[src/rtl/dtt_xbar_pkg.sv]
// dtt_xbar_pkg: shared crossbar beat width and beat type for the crossbar and its egress buffers.
package dtt_xbar_pkg;
    localparam int DATA_WIDTH = 32;
    typedef logic [DATA_WIDTH-1:0] dtt_beat_t;
endpackage

[src/rtl/dtt_egress_fifo_mem.sv]
// dtt_egress_fifo_mem: DEPTH x DATA_WIDTH storage, one write port, asynchronous read port.
module dtt_egress_fifo_mem #(
    parameter int DATA_WIDTH = 32,
    parameter int DEPTH      = 8
) (
    input  logic                     clk,
    input  logic                     we,
    input  logic [$clog2(DEPTH)-1:0] waddr,
    input  logic [DATA_WIDTH-1:0]    wdata,
    input  logic [$clog2(DEPTH)-1:0] raddr,
    output logic [DATA_WIDTH-1:0]    rdata
);
    logic [DATA_WIDTH-1:0] mem [DEPTH];
    always_ff @(posedge clk)
        if (we) mem[waddr] <= wdata;
    assign rdata = mem[raddr];
endmodule

[src/rtl/dtt_xbar_egress_buffer.sv]
// dtt_xbar_egress_buffer: captures no-backpressure crossbar beats into a show-ahead FIFO, drops on full.
// Optional statistics counters are enabled by defining DTT_EGRESS_STATS_EN.
module dtt_xbar_egress_buffer
    import dtt_xbar_pkg::*;
#(
    parameter int DATA_WIDTH   = dtt_xbar_pkg::DATA_WIDTH,
    parameter int DEPTH        = 8,
    parameter int AFULL_THRESH = 6
`ifdef DTT_EGRESS_STATS_EN
   ,parameter int CNT_W        = 16
`endif
) (
    input  logic                     clk,
    input  logic                     rst_n,
    input  logic                     xbar_valid,
    input  logic [DATA_WIDTH-1:0]    xbar_data,
    input  logic                     flush,
    output logic                     m_valid,
    output logic [DATA_WIDTH-1:0]    m_data,
    input  logic                     m_ready,
    output logic [$clog2(DEPTH):0]   level,
    output logic                     almost_full,
    output logic                     drop_pulse
`ifdef DTT_EGRESS_STATS_EN
   ,output logic [CNT_W-1:0]         rx_count,
    output logic [CNT_W-1:0]         drop_count
`endif
);
    localparam int AW = $clog2(DEPTH);
    localparam int PW = AW + 1;

    logic [PW-1:0] wr, rd, wr_nxt, rd_nxt, lvl_nxt;
    logic [DATA_WIDTH-1:0] rdata;
    logic empty, full, pop, push, drop;

    // Extra wrap bit distinguishes full from empty when the address bits match.
    assign empty   = wr == rd;
    assign full    = (wr[AW] != rd[AW]) && (wr[AW-1:0] == rd[AW-1:0]);
    assign m_valid = !empty;
    assign m_data  = empty ? '0 : rdata;
    assign pop     = m_valid && m_ready;
    assign push    = xbar_valid && (!full || pop);
    assign drop    = xbar_valid && full && !pop;
    assign level   = wr - rd;
    assign wr_nxt  = flush ? '0 : wr + PW'(push);
    assign rd_nxt  = flush ? '0 : rd + PW'(pop);
    assign lvl_nxt = wr_nxt - rd_nxt;

    dtt_egress_fifo_mem #(.DATA_WIDTH(DATA_WIDTH), .DEPTH(DEPTH)) u_mem (
        .clk   (clk),
        .we    (push && !flush),
        .waddr (wr[AW-1:0]),
        .wdata (xbar_data),
        .raddr (rd[AW-1:0]),
        .rdata (rdata)
    );

    always_ff @(posedge clk or negedge rst_n) begin
        if (!rst_n) begin
            wr          <= '0;
            rd          <= '0;
            almost_full <= 1'b0;
            drop_pulse  <= 1'b0;
        end else begin
            wr          <= wr_nxt;
            rd          <= rd_nxt;
            almost_full <= lvl_nxt >= PW'(AFULL_THRESH);
            drop_pulse  <= drop && !flush;
        end
    end

`ifdef DTT_EGRESS_STATS_EN
    // Saturating counters survive flush; only reset clears them.
    always_ff @(posedge clk or negedge rst_n) begin
        if (!rst_n) begin
            rx_count   <= '0;
            drop_count <= '0;
        end else begin
            rx_count   <= (push && !flush && !(&rx_count)) ? rx_count + CNT_W'(1) : rx_count;
            drop_count <= (drop && !flush && !(&drop_count)) ? drop_count + CNT_W'(1) : drop_count;
        end
    end
`endif
endmodule
[config.mk]
export PLATFORM = sky130hd
export DESIGN_NAME = dtt_xbar_egress_buffer
export DESIGN_NICKNAME = d
export VERILOG_FILES = /design/src/rtl/dtt_xbar_pkg.sv /design/src/rtl/dtt_egress_fifo_mem.sv /design/src/rtl/dtt_xbar_egress_buffer.sv
export SDC_FILE = /design/constraint.sdc
export NUM_CORES = 1
export LEC_CHECK = 0
export BUFFER_PORTS_ARGS = -buffer_cell sky130_fd_sc_hd__buf_2
export CAP_MARGIN = 20
export CORE_ASPECT_RATIO = 1.1
export CORE_UTILIZATION = 54
export CTS_BUF_LIST = sky130_fd_sc_hd__clkbuf_16
export DETAILED_ROUTE_END_ITERATION = 10
export GPL_ROUTABILITY_DRIVEN = 0
export PLACE_DENSITY = 0.72
export SETUP_SLACK_MARGIN = 0.4
export SKIP_LAST_GASP = 1
export SYNTH_ARGS = -nofsm -noshare
export SYNTH_HDL_FRONTEND = slang
export SYNTH_SLANG_ARGS = --single-unit
[constraint.sdc]
create_clock -name clk -period 4.1 [get_ports clk]
set_input_delay 1.025 -clock clk [delete_from_list [all_inputs] [get_ports clk]]
set_output_delay 1.025 -clock clk [all_outputs]
set_load 0.01 [all_outputs]
==> results.json <==
{
  "fin_crit_sh_pct": 83.4,
  "tns_ps": 0,
  "drv_slew": 0,
  "syn_area_per_cell_um2": 20.1,
  "p_per_area_mw_per_mm2": 521,
  "report.final.hold_viol_count": 0,
  "grt_pass1_wl_um": 31300,
  "final_cell_mix": "256 x edfxtp_1, 75 x buf_2, 68 x nand2_1, 64 x mux4_2, 34 x a21oi_1",
  "vias": 5080,
  "final.setup_skew_ps": 21.2,
  "die_x_um": 135,
  "core_mm2": 0.0191,
  "yosysTopAreaCell": "edfxtp_1",
  "grt_usage_pct": 21.3,
  "crit_type": "reg2out",
  "hpwl_um": 11200,
  "ys_warn_count": 0,
  "max_slew_margin_pct": 52.6,
  "synth_seq_cells": 266,
  "r2r_setup_slack_ps": 770,
  "cts.sinks": 266,
  "tightest_slew_ps": 711,
  "layout_commonest_cell": "edfxtp_1",
  "drive_gt1_share_pct": 32.2,
  "stdcell_count": 884,
  "hold_buffers": 0,
  "htree_levels": 1,
  "drtIter0Drc": 308,
  "synth_edf_count": 256,
  "dp_slack_ps": 678,
  "num_rows": 53,
  "rsz0062_at_grt": "no",
  "max-cap-violations": 0,
  "numPortBuffers": 75,
  "peakVddDrop_mv": 0.500,
  "crit_arrival_ps": 2390,
  "grt_pass1_vias": 5488,
  "io_pins": 76,
  "dieArea_mm2": 0.0200,
  "crit_fanout": 17,
  "grt.overflow.total": 0,
  "async_flop_share_pct": 3.76,
  "grt_max_degree": 68,
  "final_nets": 667,
  "avgRoutedWirePerCell_um": 22.8,
  "cts_buffers": 26,
  "vias_per_cell": 5.75,
  "finalCriticalPeriod_ps": 3420,
  "dr.pass1.iters": 4,
  "start_util_pct": 55.0,
  "setup_viol_count_final": 0,
  "synthCells": 522,
  "final_area_mm2": 0.0121,
  "area_growth_pct": 14.8,
  "setup_ws_ps": 681,
  "insertion_delay_ps": 530,
  "grt_antenna_before_repair": 2,
  "p_leak_nw": 4.10,
  "synth_area_mm2": 0.0105,
  "critPathLaunch": "wr[0]$_DFF_PN0_",
  "cts_tree": "built",
  "hold_path.class": "in2async",
  "clkSlewWorstSetupHoldPaths_ps": 60,
  "postPlaceCellArea_mm2": 0.0112,
  "dp.cells": 837,
  "crit_path_end_kind": "output pin",
  "r2r-start": "wr[0]$_DFF_PN0_",
  "cts_root_buf": "clkbuf_16",
  "critical_path_required_ps": 3070,
  "clock_path_buffers": 3,
  "synthFlopType": "edfxtp_1",
  "ys_seq_area_share_pct": 75.6,
  "die_h_um": 148,
  "outcome": "complete, no violations",
  "reg2reg_depth": 13,
  "synth_nets": 571,
  "synthTopCellsByArea": "edfxtp_1 73%, mux4_2 14%, nand2_1 2.4%, dfrtp_1 2.4%, a21oi_1 1.6%",
  "fin_total_pwr_mw": 6.28,
  "synth.distinct_cells": 29,
  "clock.fmax_mhz": 292,
  "ant_nets": 0,
  "critPathLaunchType": "flop",
  "synth_top_area_share_pct": 73.2,
  "drc": 0,
  "wl_um": 20100
}
==> critical path: stages, from the launching register on <==
cell     delay [ps]
dfrtp_1         520
inv_1           120
ha_1            330
and4_2          230
buf_4           220
a21oi_1         260
buf_2           190
==> per-layer routing <==
layer	vias to the layer above	track usage, %	wire [µm]
li1	2266	-	-
met1	2629	27.6	8120
met2	136	36.8	10500
met3	47	3.51	963
met4	2	7.36	536
met5	-	0	13
==> report_power, final <==
| part | switching [mW] | internal, mW | leakage (nW) | total [mW] |
|---|---|---|---|---|
| clock | 0.947 | 1.34 | 0.422 | 2.28 |
| sequential | 0.0170 | 3.03 | 2.45 | 3.05 |
| combinational | 0.510 | 0.439 | 1.23 | 0.949 |
| total | 1.47 | 4.80 | 4.10 | 6.28 |
==> final timing paths <==
path / end
max reg2reg: almost_full$_DFF_PN0_
max: m_data[31]
max in group asynchronous: rd[0]$_DFF_PN0_
min reg2reg: wr[3]$_DFF_PN0_
min in group clk: wr[3]$_DFF_PN0_
min: drop_pulse$_DFF_PN0_
==> cells in the mapped netlist, types with 4 or more instances <==
| cell | count |
|---|---|
| edfxtp_1 | 256 |
| nand2_1 | 68 |
| mux4_2 | 64 |
| a21oi_1 | 34 |
| buf_2 | 14 |
| inv_1 | 12 |
| dfrtp_1 | 10 |
| ha_1 | 10 |
| nor2_1 | 8 |
| nand3_1 | 5 |
| nor2b_1 | 4 |
| xnor2_1 | 4 |
| xor2_1 | 4 |
==> metrics by stage <==
stage / utilization [%] / hold WS, ps
2_1_floorplan: - / 553
4_1_cts: 63.1 / 354
6_report: 63.1 / 363
5_1_grt: 63.1 / 360
3_3_place_gp: 58.8 / 583
3_5_place_dp: 58.8 / 631
==> cell families after synthesis <==
logic type               Yosys count  synth area share (%)
AO/OA/AOI/OAI                     36                  1.76
XOR/XNOR                           9                 0.882
adder cells (fa/ha/maj)           12                  1.57
buffers and inverters             38                  2.45
flip-flops                       266                  75.6
multiplexers                      64                  13.7
AND/OR/NAND/NOR                   97                  4.00
==> area by class of cell <==
| class | instances | area (µm²) |
|---|---|---|
| fill | 1340 | 7040 |
| antenna | 1 | 2.50 |
| multi-input combinational | 218 | 2370 |
| inverter | 12 | 45.0 |
| sequential | 266 | 7940 |
| timing repair buffer | 94 | 559 |
| clock buffer | 26 | 651 |
| clock inverter | 20 | 173 |
| tap | 247 | 309 |
==> registers in the layout (all words and copies together), names as in the netlist <==
name,cells
rd,4
almost_full,1
wr,4
drop_pulse,1
u_mem.mem,256
==> what timing repair did <==
item / 4_1_cts / 5_1_grt
buffers inserted: 0 / 0
resized for setup: 0 / 1
setup endpoints to repair: 0 / 2
No activity file was read; power rests on OpenSTA's default activity.
